$ cat src/rtl/adc_capture_pkg.sv
// rtl/adc_capture_pkg.sv - shared state encoding and lane packing helper for adc_capture_stream
package adc_capture_pkg;

    typedef enum logic [1:0] {
        ST_IDLE    = 2'd0,
        ST_CAPTURE = 2'd1,
        ST_DRAIN   = 2'd2
    } state_t;

    localparam logic [1:0] STATE_IDLE    = 2'd0;
    localparam logic [1:0] STATE_CAPTURE = 2'd1;
    localparam logic [1:0] STATE_DRAIN   = 2'd2;

    // Widest lane the helper can build; callers truncate to their LANE_W.
    localparam int MAX_LANE_W = 256;

    // Extends the low adc_w bits of sample to a full lane, either by
    // replicating the sample MSB (sign = 1) or by zero padding.
    function automatic logic [MAX_LANE_W-1:0] lane_pack(
        input logic [MAX_LANE_W-1:0] sample,
        input int                    adc_w,
        input logic                  sign
    );
        logic [MAX_LANE_W-1:0] mask;
        logic [MAX_LANE_W-1:0] msb_vec;
        mask    = ~({MAX_LANE_W{1'b1}} << adc_w);
        msb_vec = sample >> (adc_w - 1);
        lane_pack = (sample & mask) | ((sign && msb_vec[0]) ? ~mask : '0);
    endfunction

endpackage

$ cat src/rtl/adc_capture_fifo.sv
// rtl/adc_capture_fifo.sv - synchronous first-word-fall-through frame FIFO
// Ports: aclk/areset (sync, active high), push/push_data write side,
// pop/pop_data read side (head visible while !empty), full/empty status.
// A push while full is accepted only when a pop happens in the same cycle.
module adc_capture_fifo #(
    parameter int WIDTH = 129,
    parameter int DEPTH = 16
) (
    input  logic             aclk,
    input  logic             areset,
    input  logic             push,
    input  logic [WIDTH-1:0] push_data,
    input  logic             pop,
    output logic [WIDTH-1:0] pop_data,
    output logic             full,
    output logic             empty
);
    localparam int AW = $clog2(DEPTH);

    logic [WIDTH-1:0] mem [DEPTH];
    logic [AW-1:0]    wr_ptr;
    logic [AW-1:0]    rd_ptr;
    logic [AW:0]      count;
    logic             wr_en;
    logic             rd_en;

    assign full  = (count == (AW+1)'(DEPTH));
    assign empty = (count == '0);
    assign rd_en = pop && !empty;
    assign wr_en = push && (!full || rd_en);

    // Head is forced to zero when empty so the stream never shows stale data.
    assign pop_data = empty ? '0 : mem[rd_ptr];

    always_ff @(posedge aclk) begin
        if (areset) begin
            wr_ptr <= '0;
            rd_ptr <= '0;
            count  <= '0;
        end else begin
            if (wr_en) wr_ptr <= wr_ptr + AW'(1);
            if (rd_en) rd_ptr <= rd_ptr + AW'(1);
            case ({wr_en, rd_en})
                2'b10:   count <= count + (AW+1)'(1);
                2'b01:   count <= count - (AW+1)'(1);
                default: count <= count;
            endcase
        end
    end

    always_ff @(posedge aclk) begin
        if (wr_en) mem[wr_ptr] <= push_data;
    end

endmodule

$ cat src/rtl/adc_capture_stream.sv
// rtl/adc_capture_stream.sv - triggered multi-channel ADC capture to AXI4-Stream
// Ports: aclk/areset (sync, active high); control sample_count, start_trigger,
// continuous, abort; status start_trigger_ack, done, sample_counter,
// sample_state, overflow; adc_data input frame; m_axis_* stream master.
// Optional macro ADC_CAPTURE_DECIM_EN adds decim: capture every decim+1 cycles.
module adc_capture_stream
    import adc_capture_pkg::*;
#(
    parameter int NUM_CH     = 2,
    parameter int ADC_W      = 14,
    parameter int LANE_W     = 64,
    parameter int CNT_W      = 32,
    parameter int FIFO_DEPTH = 16,
    parameter int SIGN_EXT   = 1
) (
    input  logic                     aclk,
    input  logic                     areset,
    input  logic [CNT_W-1:0]         sample_count,
    input  logic                     start_trigger,
    input  logic                     continuous,
    input  logic                     abort,
`ifdef ADC_CAPTURE_DECIM_EN
    input  logic [7:0]               decim,
`endif
    output logic                     start_trigger_ack,
    output logic                     done,
    output logic [CNT_W-1:0]         sample_counter,
    output logic [1:0]               sample_state,
    output logic                     overflow,
    input  logic [NUM_CH*ADC_W-1:0]  adc_data,
    output logic [NUM_CH*LANE_W-1:0] m_axis_tdata,
    output logic                     m_axis_tvalid,
    output logic                     m_axis_tlast,
    input  logic                     m_axis_tready
);
    state_t                   state, state_nxt;
    logic [CNT_W-1:0]         cnt_nxt;
    logic                     ack_nxt, done_nxt, ovf_nxt;
    logic                     cap_en, fire, push, drop, pop;
    logic                     fifo_full, fifo_empty;
    logic [NUM_CH*LANE_W-1:0] frame_data;
    logic [NUM_CH*LANE_W:0]   fifo_out;

    for (genvar k = 0; k < NUM_CH; k++) begin : g_lane
        assign frame_data[k*LANE_W +: LANE_W] = LANE_W'(lane_pack(
            MAX_LANE_W'(adc_data[k*ADC_W +: ADC_W]), ADC_W, SIGN_EXT != 0));
    end

`ifdef ADC_CAPTURE_DECIM_EN
    // Counts down the idle cycles between decimated captures; zero means
    // this CAPTURE cycle takes a frame.
    logic [7:0] dcnt, dcnt_nxt;
    assign cap_en = (dcnt == 8'd0);

    always_comb begin
        dcnt_nxt = 8'd0;
        if (state == ST_CAPTURE) dcnt_nxt = cap_en ? decim : dcnt - 8'd1;
    end

    always_ff @(posedge aclk) begin
        if (areset) dcnt <= 8'd0;
        else        dcnt <= dcnt_nxt;
    end
`else
    assign cap_en = 1'b1;
`endif

    assign m_axis_tvalid = !fifo_empty;
    assign pop           = m_axis_tvalid && m_axis_tready;
    assign fire          = (state == ST_CAPTURE) && !abort && cap_en;
    // A full FIFO still takes the frame when the head leaves in the same cycle.
    assign push          = fire && (!fifo_full || pop);
    assign drop          = fire && fifo_full && !pop;

    adc_capture_fifo #(
        .WIDTH (NUM_CH*LANE_W + 1),
        .DEPTH (FIFO_DEPTH)
    ) u_fifo (
        .aclk      (aclk),
        .areset    (areset),
        .push      (push),
        .push_data ({sample_counter == CNT_W'(1), frame_data}),
        .pop       (pop),
        .pop_data  (fifo_out),
        .full      (fifo_full),
        .empty     (fifo_empty)
    );

    assign m_axis_tlast = fifo_out[NUM_CH*LANE_W];
    assign m_axis_tdata = fifo_out[NUM_CH*LANE_W-1:0];
    assign sample_state = state;

    always_comb begin
        state_nxt = state;
        cnt_nxt   = sample_counter;
        ack_nxt   = 1'b0;
        done_nxt  = 1'b0;
        ovf_nxt   = overflow | drop;
        case (state)
            ST_IDLE: begin
                if (start_trigger) begin
                    ack_nxt = 1'b1;
                    ovf_nxt = 1'b0;
                    cnt_nxt = sample_count;
                    if (sample_count == '0) done_nxt  = 1'b1;
                    else                    state_nxt = ST_CAPTURE;
                end
            end
            ST_CAPTURE: begin
                if (abort) begin
                    state_nxt = ST_DRAIN;
                end else if (cap_en) begin
                    cnt_nxt = sample_counter - CNT_W'(1);
                    if (sample_counter == CNT_W'(1)) begin
                        if (continuous && sample_count != '0) cnt_nxt   = sample_count;
                        else                                  state_nxt = ST_DRAIN;
                    end
                end
            end
            ST_DRAIN: begin
                if (fifo_empty) begin
                    state_nxt = ST_IDLE;
                    done_nxt  = 1'b1;
                end
            end
            default: state_nxt = ST_IDLE;
        endcase
    end

    always_ff @(posedge aclk) begin
        if (areset) begin
            state             <= ST_IDLE;
            sample_counter    <= '0;
            start_trigger_ack <= 1'b0;
            done              <= 1'b0;
            overflow          <= 1'b0;
        end else begin
            state             <= state_nxt;
            sample_counter    <= cnt_nxt;
            start_trigger_ack <= ack_nxt;
            done              <= done_nxt;
            overflow          <= ovf_nxt;
        end
    end

endmodule

$ cat config.mk
export PLATFORM = sky130hd
export DESIGN_NAME = adc_capture_stream
export DESIGN_NICKNAME = d
export VERILOG_FILES = /design/src/rtl/adc_capture_pkg.sv /design/src/rtl/adc_capture_fifo.sv /design/src/rtl/adc_capture_stream.sv
export SDC_FILE = /design/constraint.sdc
export NUM_CORES = 1
export LEC_CHECK = 0
export BUFFER_PORTS_ARGS = -buffer_cell sky130_fd_sc_hd__buf_2
export CELL_PAD_IN_SITES_DETAIL_PLACEMENT = 0
export CELL_PAD_IN_SITES_GLOBAL_PLACEMENT = 1
export CORE_MARGIN = 2
export CORE_UTILIZATION = 40
export DETAILED_ROUTE_END_ITERATION = 7
export GPL_TIMING_DRIVEN = 0
export HOLD_SLACK_MARGIN = 0.12
export PLACE_DENSITY = 0.75
export SLEW_MARGIN = 20
export SYNTH_ARGS = -nofsm -noshare
export SYNTH_HDL_FRONTEND = slang
export SYNTH_SLANG_ARGS = --single-unit
$ cat constraint.sdc
create_clock -name aclk -period 3.7 [get_ports aclk]
set_input_delay 0.555 -clock aclk [delete_from_list [all_inputs] [get_ports aclk]]
set_output_delay 0.555 -clock aclk [all_outputs]
set_load 0.01 [all_outputs]
======== Word-level counts from Yosys, hierarchy flattened ========
Memory sizes are Yosys's and may differ from the RTL's. A register that Yosys moved wholly into a read port is not among the register bits.
Cells that the tools add are included.
storage, ports and cells
  output and inout bits ................... 167
  register bits ........................... 50
  logic and storage cells ................. 80
  memories ................................ 1
  bits in writable memories ............... 2064
memory list
  memory      words  bits a word  rd ports  clocked after memory_dff  wr ports  RTL line                RTL
  u_fifo.mem  16     129          1         1                         1         adc_capture_fifo.sv:20  logic [WIDTH-1:0] mem [DEPTH];
cells by class
  multiplexer cells ....................... 27
  reduce and logical (&&, ||, !) cells .... 23
  $add $sub $neg .......................... 5
  equal/unequal tests ..................... 12
  bitwise gates (word level) .............. 4
operators by type and width
  operator                                               number
  2-to-1 mux 129 bit                                     1
  2-to-1 mux 32 bit                                      4
  2-to-1 mux 64 bit                                      2
  OR 14 x 64 -> 64 bit                                   2
  one-hot mux 32 bit (2 select lines)                    1
  equality test 32 x 1 -> 1 bit (second input constant)  1
  logical NOT 32 bit                                     1
  nonzero test 32 bit                                    1
  subtractor 32 x 1 -> 32 bit (second input constant)    1
  2-to-1 mux 2 bit                                       6
  one-hot mux 5 bit (2 select lines)                     1
  adder 4 x 1 -> 4 bit (second input constant)           2
  logical AND 1 bit                                      8
  2-to-1 mux 1 bit                                       8
  2-to-1 mux 4 bit                                       2
  inequality test 2 bit (second input constant)          3
  one-hot mux 2 bit (3 select lines)                     1
  adder 5 x 1 -> 5 bit (second input constant)           1
  equality test 5 bit (second input constant)            1
  logical NOT 5 bit                                      1
  AND reduction 5 bit                                    1
  subtractor 5 x 1 -> 5 bit (second input constant)      1
  equality test 2 x 1 -> 1 bit (second input constant)   2
  equality test 2 bit (second input constant)            2
  other kinds (12)                                       17

======== Longest topological paths before layout ========
Gate-level depths: netlist (run 1).
  word-level depth ........................ 8
  mapped depth ............................ 15

======== Modules after synthesis ========
Synthesis (run 1) repeated with hierarchy kept, for this count alone.
unflattened totals
  cells, all modules ...................... 3613
  area total of the unflattened synthesis .. 81946.1 um^2
by module, submodules not included
  module              instances  sequential area each (um^2)  cells an instance  area each (um^2)
  adc_capture_fifo    1          62319.8                      3286               79409.9
  adc_capture_stream  1          740.7                        327                2536.2

======== Worst setup path before layout (run 1) ========
OpenSTA, ideal clock, no wires.
  kind .................................... reg2reg
  start point ............................. register state[1], in the netlist sample_state[1]
  end point ............................... memory u_fifo.mem[3][0] (enable)
  period minus slack after synthesis ...... 3962 ps
  data required time ...................... 3249 ps
  arrival time ............................ 3510 ps
  buffers on the path ..................... 1
  cell stages (with the launch flop) ...... 6
  slack ................................... -262 ps
  path through ............................ dfxtp_1 > nand2b_1 > clkbuf_1 > nor3_1 > nand2_1 > nor3_1
between the ends
  longest elaborated chain between the ends .. 6
RTL lines
  element                                 RTL line                   RTL
  from (decl)                             adc_capture_stream.sv:36   state_t state, state_nxt;
  from (signal assigned)                  adc_capture_stream.sv:138  state <= state_nxt;
  equality test 2 x 1 -> 1 bit            adc_capture_stream.sv:70   assign fire = (state == ST_CAPTURE) && !abort && cap_en;
  logical AND 1 bit                       adc_capture_stream.sv:70
  logical AND 1 bit                       adc_capture_stream.sv:72   assign push = fire && (!fifo_full || pop);
  logical AND 1 bit                       adc_capture_fifo.sv:30     assign wr_en = push && (!full || rd_en);
  2-to-1 mux 1 bit                        adc_capture_fifo.sv:52     if (wr_en) mem[wr_ptr] <= push_data;
  2-to-1 mux 1 bit (implied by the code)  adc_capture_fifo.sv:52
  to (decl)                               adc_capture_fifo.sv:20
Every way passes these cells.

==> results of run 1 <==
[per-layer routing]
metal  vias to the layer above  routed length (um)  share of wire  track usage
met1                      6482               22200           0.41        0.255
met3                        84                3160          0.059       0.0303
met5                         -                  27        0.00050            0
met4                         4                1020          0.019       0.0467
li1                       5470                   -              -            -
met2                       442               27200           0.51        0.321
[area by class of cell]
class | instances | area (um2) | share of cell area
clock buffer | 71 | 1390 | 0.0532
sequential | 518 | 15000 | 0.573
buffer | 160 | 1110 | 0.0426
multi-input combinational | 534 | 5870 | 0.224
inverter | 11 | 41.3 | 0.00158
antenna | 1 | 2.50 | 0.0000955
clock inverter | 24 | 219 | 0.00836
tap | 696 | 871 | 0.0332
timing repair buffer | 258 | 1660 | 0.0634
[synthesized netlist by cell type (4+ instances only)]
| cell | n | area [um2] |
|---|---|---|
| nor2b_1 | 6 | 37.5 |
| a31oi_1 | 4 | 25.0 |
| a2111oi_2 | 6 | 90.1 |
| o21ai_0 | 12 | 60.1 |
| xor2_1 | 7 | 61.3 |
| or3_1 | 13 | 81.3 |
| nor3b_1 | 4 | 30.0 |
| nand2_1 | 33 | 124 |
| and3_1 | 4 | 25.0 |
| nand4_1 | 17 | 106 |
| buf_1 | 7 | 26.3 |
| buf_4 | 102 | 766 |
| inv_1 | 11 | 41.3 |
| nand2b_1 | 6 | 37.5 |
| nor4_1 | 19 | 119 |
| and2_1 | 33 | 206 |
| o211ai_1 | 5 | 37.5 |
| mux2i_1 | 7 | 70.1 |
| dfxtp_1 | 54 | 1080 |
| or4_1 | 4 | 30.0 |
| a21oi_1 | 17 | 85.1 |
| nor3_1 | 24 | 120 |
| xnor2_1 | 6 | 52.6 |
| edfxtp_1 | 464 | 13900 |
| ha_1 | 10 | 125 |
| buf_2 | 8 | 40.0 |
| nor2_1 | 71 | 267 |
| mux4_2 | 145 | 3270 |
| o311a_1 | 4 | 40.0 |
| nor4b_1 | 4 | 35.0 |
| clkbuf_1 | 44 | 165 |
| a32o_1 | 4 | 40.0 |
| nand3_1 | 13 | 65.1 |
| o22ai_1 | 7 | 43.8 |
[kinds of logic after synthesis]
family                   count (synthesis)  synth area share
multiplexers                           154             0.154
flip-flops                             518             0.690
AO/OA/AOI/OAI                           89            0.0314
AND/OR/NAND/NOR                        263            0.0645
adder cells (fa/ha/maj)                 10           0.00575
buffers and inverters                  175            0.0492
XOR/XNOR                                13           0.00523
[worst paths after layout]
kind                            slack, ps  depth (start not counted)                from            endpoint
worst min register to register        500                          2  sample_counter[23]  sample_counter[23]
worst max register to register        360                         13     u_fifo.count[1]     u_fifo.count[4]
worst max-delay path                  130                          6           flip-flop    m_axis_tdata[72]
worst min-delay path                  250                          3    sample_count[27]  sample_counter[27]
[registers in the layout, indices dropped and copies added (netlist names), named ones only]
register,count
sample_counter,32
u_fifo.count,5
u_fifo.wr_ptr,4
done,1
overflow,1
u_fifo.mem,464
sample_state,2
u_fifo.rd_ptr,4
start_trigger_ack,1
[metrics by stage]
step	total power, mW	setup WS (ps)	hold slack (ps)	instance area [um2]
after global routing	17.0	1.08	225	26200
after floorplan	9.80	-214	485	21800
final	16.3	126	250	26200
after detailed placement	11.3	-516	492	24400
after global placement	11.3	-3170	482	23800
after CTS	16.4	-1.93	211	26100
[layout by cell type (no fill, tap or decap), types with 9 or more instances in the layout]
master     count
a21oi_1       16
and2_1        31
buf_16        13
buf_2        236
buf_4        113
clkbuf_1      45
clkbuf_16     53
clkbuf_2       9
clkinv_1      10
dfxtp_1       52
edfxtp_1     464
ha_1          10
inv_1         11
mux4_2       145
nand2_1       33
nand3_1       13
nand4_1       17
nor2_1        58
nor2_4        12
nor3_1        19
nor4_1        19
o21ai_0       12
or3_1         13
[report_power, final]
part           total [mW]  switching [mW]  internal [mW]
clock network        5.05            2.20           2.85
registers            6.59           0.130           6.45
logic                4.68            2.26           2.42
[worst register-to-register path: cells and delay by family (launching register included)]
family	cells	cell delay (ps)
muxes	1	340
and+or+nand+nor	4	1230
DFF	1	370
xor gates and xnor gates	1	190
adders and majority gates	2	530
buffers and inverters	1	130
AOI/OAI and AO/OA	4	440
[what timing repair did]
item	CTS	global route
hold buffers	0	0
gates cloned	1	4
resized for setup	50	13
setup endpoints to repair	141	110
==> results.md, run 1 <==
* Gpl congestion at ~0.88
* Final Util at 0.487
* # nets final at 1612
* Fin. max-slew vios at 0
* GRT Total Usage at 0.189
* Period utilisation layout at 0.966
* Post-Syn Area per Cell at 17.8 um2
* Post-DRT Antenna Nets at 0
* Die Ht at 237 um
* Fmax at between 0.2 and 0.3 GHz
* Non-Filler Instances at 2273
* Core Area at 53800 um2
* Setup bufs post-CTS at 0
* Max VDD drop at 422 uV
* Inst Count DP at roughly 2200
* Via/cell ratio at 5.49
* Pre-antenna DRT Iters at 5
* Number of CTS-inserted buffers at 53
* PwrDens at between 600 and 700 nW/um2
* Fill cell count at 4517
* Die outline width at approximately 240 um
* Worst Skew at 26.7 ps
* CP delay by family, top: multiplexers
* Synth Cell Area at 21800 um2
* Status: finished clean
* Sink Count at 518
* Seq/Total Area, Yosys at 0.690
* Maximum fanout along the worst path at 10
* Worst setup EP type: output pin
* Max-cap violations at 0
* Initial antenna violation count at 2
* GRT overflow at 0
* Leakage at 9.09 nW
* Crit path cell chain: buf_8 > buf_2 > mux4_2 > mux4_2 > and2_1 > buf_2
* Number of H-tree levels at 2
* Top-level I/O count at 233
* Initial Utilization at 0.405
* Vias in the first global route at 12359
* Post-synth EDFFs at 464
* Shortest period the worst path allows at between 3000 and 4000 ps
* TritonCTS clock tree: built
* Largest net degree at the start of global routing at 52
* Num rows at 85
* Bufs and invs on worst path at 3
* Clk root buf: clkbuf_16
* Total wire length at 53600 um
* CTS max path bufs at 3
* Post-Synthesis Cells at around 1200
* CTS clk-pin slew, worst paths at 60 ps
* Routed vias at 12482
* Synth warn at 0
* Slowest cell on the critical path: mux4_2
* Least-Margin Pin Slew at between 900 and 1000 ps
* Worst hold path type: input pin to flip-flop
* Setup violators final at 0
* Syn-to-layout area delta at 20.3%
* Netlist cell types at between 60 and 70
* Critical Path Source Type: flip-flop
* Global-route wire length before repair at ~79000 um
* Die ar. at 56300 um2
* Crit Path Class: flip-flop to output pin
* Drt drc at 0
* Clock Latency Late Sink at ~610 ps
* Setup TNS at 0 ps
* Syn nets at 1298
* Layout cell share with drive strength beyond 1 at 0.411
* Yosys reg bits at 518
* Slew HR at 0.357
* CP arrival at approximately 3000 ps
* Crit-path max cell delay at 600 ps
* Final Hold Fails at 0
* WL/cell at 23.6 um
* RSZ-0062 raised after global routing: true
* Ys flop type: edfxtp_1
* Port Buffers at 232
* Drt first-iter violations at 1172
* Worst endpoint required time at ~3100 ps
* FFs w/ async S/R, synth at 0
* Dpl hpwl at about 35000 um
Power figures use the tool's default switching activity.
==> run 2: changes to the inputs <==
Settings changed: SETUP_SLACK_MARGIN set to 0.5.
==> results.md, run 2 (synthesis results as in run 1) <==
* TritonCTS clock tree: built (unchanged)
* Non-Filler Instances at 2306 (was 2273)
* Shortest period the worst path allows at 3550 ps (was 3570 ps)
* Number of CTS-inserted buffers at 53 (unchanged)
* Reg with most FFs: u_fifo.mem (unchanged)
* CTS max path bufs at 3 (unchanged)
* Initial antenna violation count at 3 (was 2)
* Final Hold Fails at 0 (unchanged)
* Worst Skew at 15.9 ps (was 26.7 ps)
* Crit-path max cell delay at 630 ps (was 600 ps)
* Layout cell share with drive strength beyond 1 at 0.439 (was 0.411)
* Number of H-tree levels at 2 (unchanged)
* Inst Count DP at 2176 (unchanged)
* Hold Path Stages at 3 (unchanged)
* Drt drc at 0 (unchanged)
* Leakage at 9.53 nW (was 9.09 nW)
* Worst reg2reg path startpoint: u_fifo.count[1] (unchanged)
* Clk root buf: clkbuf_16 (unchanged)
* Max reg flops at 464 (unchanged)
* Worst setup EP type: output pin (unchanged)
* Port Buffers at 232 (unchanged)
* Setup violators final at 0 (unchanged)
* Period utilisation layout at 0.960 (was 0.966)
* Max-cap violations at 0 (unchanged)
* Worst R2R End: u_fifo.count[4] (unchanged)
* Regs by FF count: u_fifo.mem (464), sample_counter (32), u_fifo.count (5) (unchanged)
* Maximum fanout along the worst path at 8 (was 10)
* Via/cell ratio at 5.51 (was 5.49)
* Slowest cell on the critical path: mux4_2 (unchanged)
* Sink Count at 518 (unchanged)
* Max VDD drop at 400 uV (was 422 uV)
* GRT overflow at 0 (unchanged)
* Vias in the first global route at 12884 (was 12359)
* Die Ht at 237 um (unchanged)
* Clock Latency Late Sink at 620 ps (was 610 ps)
* Pre-antenna DRT Iters at 5 (unchanged)
* WL/cell at 24.1 um (was 23.6 um)
* Global-route wire length before repair at 82400 um (was 78800 um)
* GRT Total Usage at 0.197 (was 0.189)
* CTS clk-pin slew, worst paths at 60 ps (about the same)
* Fmax at 0.281 GHz (was 0.280 GHz)
* Largest net degree at the start of global routing at 19 (was 52)
* Crit path cell chain: clkbuf_16 > buf_12 > buf_12 > mux4_2 > mux4_2 > and2_4 > buf_6 > buf_6 (was buf_8 > buf_2 > mux4_2 > mux4_2 > and2_1 > buf_2)
* Dpl hpwl at 34900 um (was 35100 um)
* RSZ-0062 raised after global routing: true (unchanged)
* Most common cell after layout, fill and taps aside: edfxtp_1 (unchanged)
* PwrDens at 668 nW/um2 (was 623 nW/um2)
* # nets final at 1640 (was 1612)
* Drt first-iter violations at 1111 (was 1172)
* Syn-to-layout area delta at 27.3% (was 20.3%)
* CP arrival at 3000 ps (was 3020 ps)
* Fill cell count at 4285 (was 4517)
* R2R depth at 15 (was 13)
* R2R setup slack at 390 ps (was 360 ps)
* Initial Utilization at 0.405 (unchanged)
* Worst Setup Slack, final at 147 ps (was 126 ps)
* Total wire length at 55600 um (was 53600 um)
* Fin. max-slew vios at 0 (unchanged)
* Core Area at 53800 um2 (unchanged)
* Final Util at 0.515 (was 0.487)
* Status: finished clean (unchanged)
* Worst endpoint required time at 3140 ps (about the same)
* Post-DRT Antenna Nets at 0 (unchanged)
* Critical Path Source Type: flip-flop (unchanged)
* Die ar. at 56300 um2 (unchanged)
* Slew HR at 0.401 (was 0.357)
* Most frequent cells in the layout: edfxtp_1, buf_6, mux4_2 (was edfxtp_1, buf_2, mux4_2)
* Routed vias at 12698 (was 12482)
* Hold wc startpoint: sample_count[22] (was sample_count[27])
* Gpl congestion at 0.860 (was 0.875)
* Pre-CTS setup slack at -318 ps (was -516 ps)
* Num rows at 85 (unchanged)
* Least-Margin Pin Slew at 899 ps (was 960 ps)
* Top-level I/O count at 233 (unchanged)
* Die outline width at 237 um (unchanged)
* Worst hold path type: input pin to flip-flop (unchanged)
* Hold EP: sample_counter[22] (was sample_counter[27])
* Crit Path Class: flip-flop to output pin (unchanged)
[run 2: cell types whose count changed in the layout (fill, tap and decap cells not counted), sizes merged]
cell	previous run	this run
clkinv	19	24
clkinvlp	0	1
inv	13	14
bufinv	3	7
buf	376	394
and2	38	47
clkbuf	111	108
clkdlybuf4s15	2	0
[run 2: report_power, final]
| part | switching, mW | internal, mW | total, mW | leakage, nW |
|---|---|---|---|---|
| clock network | 2.27 | 3.14 | 5.41 | 0.861 |
| logic | 2.74 | 3.80 | 6.54 | 4.04 |
| registers | 0.113 | 6.45 | 6.57 | 4.63 |
[run 2: layout make-up]
type,instances,area [um2],share of cell area
multi-input combinational,543,5990,0.216
antenna,1,2.50,0.0000902
clock inverter,35,387,0.0139
timing repair buffer,273,2520,0.0908
inverter,11,41.3,0.00149
tap,696,871,0.0314
clock buffer,65,1370,0.0495
sequential,518,15000,0.542
buffer,164,1530,0.0552
[run 2: critical path: cells and delay by family (launching register included)]
family | cells | cell delay, ps
flops | 1 | 340
simple gates | 1 | 280
buf+inv | 5 | 650
mux | 2 | 1130
[run 2: through the flow]
stage	total power, mW	hold slack [ps]	area (um2)	setup TNS (ps)
floorplan	9.77	485	21800	-12400
global placement	11.2	486	23800	-775300
detailed placement	11.3	494	24400	-28810
CTS	18.4	206	27600	0
global route	19.2	229	27700	0
finish	18.5	224	27700	0
[run 2: worst max-delay path by stage]
stage | startpoint | slack, ps | cells after the start | endpoint
after floorplan | sample_state[1] | -210 | 5 | u_fifo.mem[0][0]
after global placement | sample_state[1] | -3270 | 5 | u_fifo.mem[1][9]
after detailed placement | flip-flop | -320 | 8 | m_axis_tdata[112]
after CTS | flip-flop | 140 | 7 | m_axis_tdata[60]
after global routing | flip-flop | 70 | 8 | m_axis_tdata[60]
final | flip-flop | 150 | 8 | m_axis_tdata[62]
[run 2: timing repair]
action	CTS	global route
setup endpoints to repair	416	132
pin swaps	0	1
gates cloned	16	0
hold buffers	0	0
setup buffers	10	3
gates resized for setup	299	34
[run 2: routing by layer]
metal,up-vias,global-route usage,wire length (um)
li1,5550,-,-
met2,490,0.337,28200
met5,-,0,37
met3,91,0.0298,3300
met4,6,0.0515,1100
met1,6561,0.265,23000
